$ cat config.mk
export PLATFORM = sky130hd
export DESIGN_NAME = tspi_rx_flat
export DESIGN_NICKNAME = d
export VERILOG_FILES = /design/src/rtl/tspi_rx_if.sv /design/src/rtl/tspi_rx.sv /design/src/flat_wrapper.sv
export SDC_FILE = /design/constraint.sdc
export NUM_CORES = 1
export LEC_CHECK = 0
export CAP_MARGIN = 20
export CORE_MARGIN = 4
export CORE_UTILIZATION = 51
export CTS_CLUSTER_DIAMETER = 120
export CTS_CLUSTER_SIZE = 14
export DETAILED_ROUTE_END_ITERATION = 10
export GPL_TIMING_DRIVEN = 0
export MAX_ROUTING_LAYER = met4
export PLACE_DENSITY_LB_ADDON = 0.1
export SETUP_SLACK_MARGIN = 0.2
export SLEW_MARGIN = 15
export SYNTH_ARGS = -nofsm -noshare
export SYNTH_HDL_FRONTEND = slang
export SYNTH_SLANG_ARGS = --single-unit
export TNS_END_PERCENT = 20
$ cat constraint.sdc
create_clock -name clk -period 1.9 [get_ports clk]
set_input_delay 0.285 -clock clk [delete_from_list [all_inputs] [get_ports clk]]
set_output_delay 0.285 -clock clk [all_outputs]
set_load 0.01 [all_outputs]
$ cat src/rtl/tspi_rx_if.sv
// Tri-SPI receiver bus: serial input lanes, latch strobe, decoded pixel writes and line status.
// The master drives the serial stream; the slave is the receiver.
interface tspi_rx_if;
  logic [2:0] sdi;
  logic       sdv;
  logic       lat;
  logic       pix_we;
  logic [5:0] pix_row;
  logic [2:0] pix_col;
  logic [2:0] pix_val;
  logic       frame_done;
  logic [5:0] grid_num;
  logic       grid_err;
  logic       lane_err;
  logic       len_err;

  modport master (
    output sdi, sdv, lat,
    input  pix_we, pix_row, pix_col, pix_val, frame_done, grid_num, grid_err, lane_err, len_err
  );

  modport slave (
    input  sdi, sdv, lat,
    output pix_we, pix_row, pix_col, pix_val, frame_done, grid_num, grid_err, lane_err, len_err
  );
endinterface

$ cat src/rtl/tspi_rx.sv
// Tri-SPI line receiver: deserialises 288-bit lines (234 pixel bits + 54 grid bits),
// emits one pixel write per pixel bit and reports grid pair and protocol errors on each latch.
module tspi_rx (
  input  logic       clk,
  input  logic       rst_n,
  tspi_rx_if.slave   bus
);

  localparam logic [8:0] LineBits = 9'd288;
  localparam logic [8:0] LastPix  = 9'd233;
  localparam logic [8:0] LastGrid = 9'd287;
  localparam logic [8:0] GridBase = 9'd234;
  localparam logic [5:0] MaxFirst = 6'd51;

  typedef enum logic [1:0] {StIdle, StPixel, StGrid, StFull} state_e;

  state_e     state_q, state_d, state_b;

  logic       lat_q;
  logic       lat_edge;
  logic [8:0] bcnt_q, bcnt_d, bcnt_b;
  logic [5:0] row_q, row_d, row_b;
  logic [2:0] mod_q, mod_d, mod_b;
  logic [5:0] first_q, first_d, first_b;
  logic [1:0] ones_q, ones_d, ones_b;
  logic       adj_q, adj_d, adj_b;
  logic       lane_q, lane_d, lane_b;
  logic       ovr_q, ovr_d, ovr_b;

  logic       take_pix, take_grid, take_over;
  logic [2:0] col_map;
  logic [5:0] grid_k;
  logic       lane_mis;

  logic       pix_we_q, pix_we_d;
  logic [5:0] pix_row_q, pix_row_d;
  logic [2:0] pix_col_q, pix_col_d;
  logic [2:0] pix_val_q, pix_val_d;

  // Line status is captured on the latch edge and published one cycle later.
  logic       pend_q;
  logic [5:0] snap_num_q;
  logic       snap_gerr_q, snap_lane_q, snap_len_q;
  logic       close_valid;
  logic [5:0] close_num;
  logic       close_len;

  logic       frame_done_q;
  logic [5:0] grid_num_q;
  logic       grid_err_q, lane_err_q, len_err_q;

  assign lat_edge = bus.lat & ~lat_q;
  assign state_b  = lat_edge ? StIdle : state_q;

  // Line state as seen by this cycle's bit: a latch edge starts it from scratch.
  always_comb begin
    if (lat_edge) begin
      bcnt_b  = '0;
      row_b   = '0;
      mod_b   = '0;
      first_b = '0;
      ones_b  = '0;
      adj_b   = 1'b0;
      lane_b  = 1'b0;
      ovr_b   = 1'b0;
    end else begin
      bcnt_b  = bcnt_q;
      row_b   = row_q;
      mod_b   = mod_q;
      first_b = first_q;
      ones_b  = ones_q;
      adj_b   = adj_q;
      lane_b  = lane_q;
      ovr_b   = ovr_q;
    end
  end

  always_ff @(posedge clk or negedge rst_n) begin
    if (!rst_n) begin
      state_q <= StIdle;
    end else begin
      state_q <= state_d;
    end
  end

  always_comb begin
    state_d = state_b;
    if (bus.sdv) begin
      case (state_b)
        StIdle:  state_d = StPixel;
        StPixel: if (bcnt_b == LastPix) state_d = StGrid;
        StGrid:  if (bcnt_b == LastGrid) state_d = StFull;
        StFull:  state_d = StFull;
        default: state_d = StIdle;
      endcase
    end
  end

  always_comb begin
    take_pix  = bus.sdv & ((state_b == StIdle) | (state_b == StPixel));
    take_grid = bus.sdv & (state_b == StGrid);
    take_over = bus.sdv & (state_b == StFull);
    // Pixels arrive A, F, B, E, C, D within each group.
    case (mod_b)
      3'd0:    col_map = 3'd0;
      3'd1:    col_map = 3'd5;
      3'd2:    col_map = 3'd1;
      3'd3:    col_map = 3'd4;
      3'd4:    col_map = 3'd2;
      3'd5:    col_map = 3'd3;
      default: col_map = 3'd0;
    endcase
  end

  assign grid_k   = 6'(bcnt_b - GridBase);
  assign lane_mis = (bus.sdi[0] != bus.sdi[1]) | (bus.sdi[1] != bus.sdi[2]);

  always_comb begin
    bcnt_d    = bcnt_b;
    row_d     = row_b;
    mod_d     = mod_b;
    first_d   = first_b;
    ones_d    = ones_b;
    adj_d     = adj_b;
    lane_d    = lane_b;
    ovr_d     = ovr_b;
    pix_we_d  = 1'b0;
    pix_row_d = pix_row_q;
    pix_col_d = pix_col_q;
    pix_val_d = pix_val_q;

    if (take_pix) begin
      pix_we_d  = 1'b1;
      pix_row_d = row_b;
      pix_col_d = col_map;
      pix_val_d = bus.sdi;
      if (mod_b == 3'd5) begin
        mod_d = '0;
        row_d = row_b + 6'd1;
      end else begin
        mod_d = mod_b + 3'd1;
      end
    end

    if (take_grid) begin
      if (lane_mis) lane_d = 1'b1;
      if (bus.sdi[0]) begin
        case (ones_b)
          2'd0: begin
            first_d = grid_k;
            ones_d  = 2'd1;
          end
          2'd1: begin
            adj_d  = (grid_k == first_b + 6'd1);
            ones_d = 2'd2;
          end
          default: ones_d = 2'd3;
        endcase
      end
    end

    if (take_over) ovr_d = 1'b1;
    if (take_pix | take_grid) bcnt_d = bcnt_b + 9'd1;
  end

  always_comb begin
    close_valid = (ones_q == 2'd2) & adj_q & (first_q <= MaxFirst);
    close_num   = close_valid ? first_q + 6'd1 : 6'd0;
    close_len   = (bcnt_q != LineBits) | ovr_q;
  end

  always_ff @(posedge clk or negedge rst_n) begin
    if (!rst_n) begin
      lat_q        <= 1'b0;
      bcnt_q       <= '0;
      row_q        <= '0;
      mod_q        <= '0;
      first_q      <= '0;
      ones_q       <= '0;
      adj_q        <= 1'b0;
      lane_q       <= 1'b0;
      ovr_q        <= 1'b0;
      pix_we_q     <= 1'b0;
      pix_row_q    <= '0;
      pix_col_q    <= '0;
      pix_val_q    <= '0;
      pend_q       <= 1'b0;
      snap_num_q   <= '0;
      snap_gerr_q  <= 1'b0;
      snap_lane_q  <= 1'b0;
      snap_len_q   <= 1'b0;
      frame_done_q <= 1'b0;
      grid_num_q   <= '0;
      grid_err_q   <= 1'b0;
      lane_err_q   <= 1'b0;
      len_err_q    <= 1'b0;
    end else begin
      lat_q     <= bus.lat;
      bcnt_q    <= bcnt_d;
      row_q     <= row_d;
      mod_q     <= mod_d;
      first_q   <= first_d;
      ones_q    <= ones_d;
      adj_q     <= adj_d;
      lane_q    <= lane_d;
      ovr_q     <= ovr_d;
      pix_we_q  <= pix_we_d;
      pix_row_q <= pix_row_d;
      pix_col_q <= pix_col_d;
      pix_val_q <= pix_val_d;
      pend_q    <= lat_edge;
      if (lat_edge) begin
        snap_num_q  <= close_num;
        snap_gerr_q <= ~close_valid;
        snap_lane_q <= lane_q;
        snap_len_q  <= close_len;
      end
      frame_done_q <= pend_q;
      if (pend_q) begin
        grid_num_q <= snap_num_q;
        grid_err_q <= snap_gerr_q;
        lane_err_q <= snap_lane_q;
        len_err_q  <= snap_len_q;
      end
    end
  end

  assign bus.pix_we     = pix_we_q;
  assign bus.pix_row    = pix_row_q;
  assign bus.pix_col    = pix_col_q;
  assign bus.pix_val    = pix_val_q;
  assign bus.frame_done = frame_done_q;
  assign bus.grid_num   = grid_num_q;
  assign bus.grid_err   = grid_err_q;
  assign bus.lane_err   = lane_err_q;
  assign bus.len_err    = len_err_q;

endmodule

$ cat src/flat_wrapper.sv
// flat-port wrapper written by rule: the top's interface ports become plain ports
module tspi_rx_flat 
  (clk, rst_n, bus_sdi, bus_sdv, bus_lat, bus_pix_we, bus_pix_row, bus_pix_col, bus_pix_val, bus_frame_done, bus_grid_num, bus_grid_err, bus_lane_err, bus_len_err);
  tspi_rx_if bus_i ();
  input  logic clk;
  input  logic rst_n;
  input wire logic [$bits(bus_i.sdi)-1:0] bus_sdi;
  input wire logic [$bits(bus_i.sdv)-1:0] bus_sdv;
  input wire logic [$bits(bus_i.lat)-1:0] bus_lat;
  output wire logic [$bits(bus_i.pix_we)-1:0] bus_pix_we;
  output wire logic [$bits(bus_i.pix_row)-1:0] bus_pix_row;
  output wire logic [$bits(bus_i.pix_col)-1:0] bus_pix_col;
  output wire logic [$bits(bus_i.pix_val)-1:0] bus_pix_val;
  output wire logic [$bits(bus_i.frame_done)-1:0] bus_frame_done;
  output wire logic [$bits(bus_i.grid_num)-1:0] bus_grid_num;
  output wire logic [$bits(bus_i.grid_err)-1:0] bus_grid_err;
  output wire logic [$bits(bus_i.lane_err)-1:0] bus_lane_err;
  output wire logic [$bits(bus_i.len_err)-1:0] bus_len_err;
  assign bus_i.sdi = bus_sdi;
  assign bus_i.sdv = bus_sdv;
  assign bus_i.lat = bus_lat;
  assign bus_pix_we = bus_i.pix_we;
  assign bus_pix_row = bus_i.pix_row;
  assign bus_pix_col = bus_i.pix_col;
  assign bus_pix_val = bus_i.pix_val;
  assign bus_frame_done = bus_i.frame_done;
  assign bus_grid_num = bus_i.grid_num;
  assign bus_grid_err = bus_i.grid_err;
  assign bus_lane_err = bus_i.lane_err;
  assign bus_len_err = bus_i.len_err;
  tspi_rx u_core (.clk(clk), .rst_n(rst_n), .bus(bus_i));
endmodule
==> results.md <==
- Hold is met by ~270 ps.
- Of the total power, the share spent switching nets is 29.16%.
- The overall power is 0.003581 W.
- The starting density of the core is around 53%.
- Wires add up to around 6600 µm.
- 30 I/O pins were placed.
- The area occupied by multi-input gates is approximately 1500 µm².
- Row generation in the floorplan step produced 28 rows.
- STA puts the critical path data required time at about 2100 ps.
- The CTS root buffer is clkbuf_8.
- Across all setup checks in the final design, the least slack found is roughly 32 ps.
- Input and output buffers added on the ports amount to 28.
- After layout, the minimum clock period comes to between 1500 and 2000 ps.
- CTS built an H-tree with a depth of 3.
- The flip-flop cell with the highest count after synthesis is dfrtp_1.
- The total inserted antenna cells is 0.
- The worst setup path is captured at a register.
- The final hold violation count is 0.
- Max-cap violations in this run came to 0.
- The clock transition at the register clock pins on the worst setup and hold paths after CTS is 70 ps.
- The longest clock path from root to sink contains 2 buffers.
- In the final design database the tool counted 370 nets.
- The final weighted congestion of routability-driven global placement is roughly 0.84.
- The signed area change from the synthesized netlist to the final layout is 29.40%.
- The internal power consumption is about 0.0025 W.
- The pre-antenna-repair detailed-routing pass consisted of 4 iterations.
- Setup repair after global routing could not meet its margin everywhere.
- The worst setup path is launched from a register.
- Global routing used 19.99% of the available tracks across all layers.
- The power density relative to cell area is ~890 nW/µm².
- The remaining number of nets flagged by the antenna check after routing is 0.
- For the pin with the worst max-slew slack, the measured transition is about 500 ps.
- The pin count of the biggest net entering global routing is a little over 40.
- In this run the tightest slew margin relative to its limit is between 60% and 70%.
- The slowest stage of the critical path is the or3b_1 cell.
- The via count of the first global-routing pass is between 2000 and 2500.
- Summed over all instances, the cell type with the most area after synthesis is dfrtp_1.
- The share of total power dissipated in combinational logic is 23.1%.
- The total leakage power is between 1.5 and 2 nW.
- The largest stage delay on the critical path is 340 ps.
- Walking the worst path, the cells encountered are nand2b_4, buf_6, buf_8, and2_4, ha_4, or3b_1, a31o_2, a31oi_1, a21oi_1.
- TritonCTS created 9 clock buffers.
- For the worst setup path, the data arrival time is between 2000 and 2500 ps.
- For this run, global-route usage on met2 was measured as between 20% and 30%.
- The max-slew violation count is 0.
- The via density per instance is approximately 5.3.
- The filler cells instantiated in the layout total 451.
- The path category of the worst min-delay check is in2reg.
- Of all nets on the critical path, the largest fanout is 5.
- IR analysis of the VDD net gives a maximum drop of between 0.6 and 0.7 mV.
- The run finished with clean final reports.
- The first global-routing pass estimated between 10000 and 15000 µm of wire.
- The sink count of the clock tree is 65.
- The synthesized design contains 0 enable-type register cells.
- After global routing the overflow that remains totals 0.
- The met3 demand-to-capacity share in global routing is roughly 5.4%.
- The total via count in the routed design is about 2300.
- The net switching power figure is 0.001044 W.
- In the final layout, the share of cells above drive strength 1 is a little over a quarter.
- The kind of cell with the highest combined delay along the critical path is simple AND/OR/NAND/NOR gates.
- The synthesized netlist occupies a cell area of 3119 µm².
- The overall die area is approximately 7400 µm².
- Clock skew on the completed layout was measured at about 6.8 ps.
- Global routing consumed, on the met1 layer, between 20% and 30% of the routing resources.
- The top cell type by area accounts for between 50 and 60% of the synthesized area.
- The critical path contains buffers and inverters numbering 2 combined.
- From bottom edge to top edge, the die measures roughly 86 µm.
- The commonest cells after synthesis are dfrtp_1, nand2_1, nor2_1.
- The proportion of synthesized chip area in sequential cells is 52.15%.
- The core region area is 5921 µm².
- The net count after synthesis is between 300 and 400.
- For this run, the number of Yosys warnings is 0.
- The critical path in this run is classified as reg2reg.
- The gate count of the mapped netlist is 303.
- The TritonCTS clock tree is built.
- Of all flip-flops after synthesis, the portion carrying an async set or reset was 100.0%.
- In the final layout, flip-flops and latches occupy roughly 1600 µm².
- The final critical-path share of the clock period is 98.34%.
- The die is about 86 µm wide.
- The initial antenna violation count is 0.
- The final routed wire length divided by cell count is 15.10 µm.
- Detailed placement ended at an HPWL of approximately 4400 µm.
- By area the synthesized netlist is led by dfrtp_1, nand2_1, mux2_2.
- For this block, the initial DRC count from the detailed router was approximately 140.
- The fmax is roughly 0.54 GHz.
- The worst setup slack before clock tree synthesis is -639.5 ps.
- The setup-violating endpoint count in the final report is 0.
- Dividing the synthesized area by the synthesized cell count gives approximately 10 µm².
- The most common cell in the synthesized netlist is dfrtp_1.
- Clock latency on the worst-skew pair, taken at its later pin, is approximately 340 ps.
- The proportion of power drawn by the clock network is 32.3%.
- The layer flagged by global routing as most heavily used is met2.
- After synthesis the netlist holds a flip-flop and latch count of 65.
- Per report_power, the sequential group accounts for between 40% and 50% of the total.
- After detailed routing, the number of remaining DRC violations is 0.
- In this run, distinct cell masters in the synthesized netlist total 49.
==> what timing repair did <==
action / 4_1_cts / 5_1_grt
pin swaps: 12 / 16
endpoints found under the setup margin: 17 / 24
buffers inserted: 7 / 7
endpoints found under the hold margin: 25 / 0
gates resized for setup: 19 / 38
hold buffers: 1 / 0
==> layout by cell type, fill, tap and decap left out, drive strengths merged, types with 3 or more instances in the layout <==
master,instances
or3,3
nor2,25
a21oi,4
clkbuf,14
and2,5
a31oi,5
ha,5
clkinv,5
clkdlybuf4s50,26
buf,29
nand3,10
inv,9
nand2,48
mux2,13
o21ai,20
dfrtp,65
xnor2,12
nand4,7
nor4,4
xor2,15
nor3,3
a31o,3
==> layout make-up <==
class                           instances  share of cell area (%)
Tap cell                               75                   2.325
Buffer                                 17                   2.914
Inverter                               10                   1.023
Sequential cell                        65                   40.30
Multi-Input combinational cell        211                   38.13
Timing Repair Buffer                   44                   10.48
Clock buffer                           10                   3.410
Clock inverter                          6                   1.426
==> worst register-to-register path, stage by stage (launching register included) <==
cell and delay, ps:
dfrtp_1 320, nand2b_4 120, buf_6 110, buf_8 110
and2_4 160, ha_4 140, or3b_1 340, a31o_2 230
a31oi_1 150, a21oi_1 60
==> registers in the layout (all words and copies together), names as in the netlist, 2 cells and up <==
signal,flops
u_core.bcnt_q,9
u_core.bus.grid_num,6
u_core.bus.pix_row,6
u_core.first_q,6
u_core.row_q,6
u_core.snap_num_q,6
u_core.bus.pix_col,3
u_core.bus.pix_val,3
u_core.mod_q,3
u_core.ones_q,2
u_core.state_q,2
==> power groups by stage <==
stage          clock network [W]  registers, W  logic, W
2_1_floorplan                  0       0.00161  0.000445
3_3_place_gp                   0       0.00160  0.000672
3_5_place_dp                   0       0.00161  0.000689
4_1_cts                  0.00117       0.00159  0.000729
5_1_grt                  0.00123       0.00162  0.000904
6_report                 0.00116       0.00160  0.000827
==> logic make-up (layout without fill, tap and decap cells) <==
logic type / Yosys count / after routing / synth area share, %
adders and majority gates: 5 / 5 / 2.006
DFF: 65 / 65 / 52.15
buffers and inverters: 27 / 87 / 4.131
xor gates and xnor gates: 29 / 29 / 9.065
muxes: 15 / 15 / 5.335
and+or+nand+nor: 118 / 118 / 18.05
AOI/OAI and AO/OA: 44 / 44 / 9.267
==> metal layers <==
metal	vias up	routed length [µm]
met4	0	102
met2	42	3155
li1	1146	-
met5	-	0
met3	9	259
met1	1127	3096
==> metrics by stage <==
step	setup TNS, ps	cell area (µm²)	std cells	util, %
floorplan	0	3146	303	-
global placement	-106700	3520	406	59.45
detailed placement	-6470	3537	407	59.74
CTS	-1.480	3855	431	65.11
global route	-25.95	4036	438	68.17
finish	0	4036	438	68.17
==> worst paths after layout <==
path                            cells after the start                                 to                     from  slack, ps
worst max register to register                      9             u_core.adj_q$_DFF_PN0_   u_core.lat_q$_DFF_PN0_         30
min in group asynchronous                           2  u_core.bus.pix_row[0]$_DFFE_PN0P_                    rst_n        390
worst min-delay path                                1             u_core.lat_q$_DFF_PN0_                  bus_lat        270
max in group asynchronous                           3        u_core.first_q[5]$_DFF_PN0_                    rst_n        990
worst max-delay path                                9             u_core.adj_q$_DFF_PN0_   u_core.lat_q$_DFF_PN0_         30
worst min register to register                      0    u_core.bus.frame_done$_DFF_PN0_  u_core.pend_q$_DFF_PN0_        380
(Power assumes the default switching activity.)
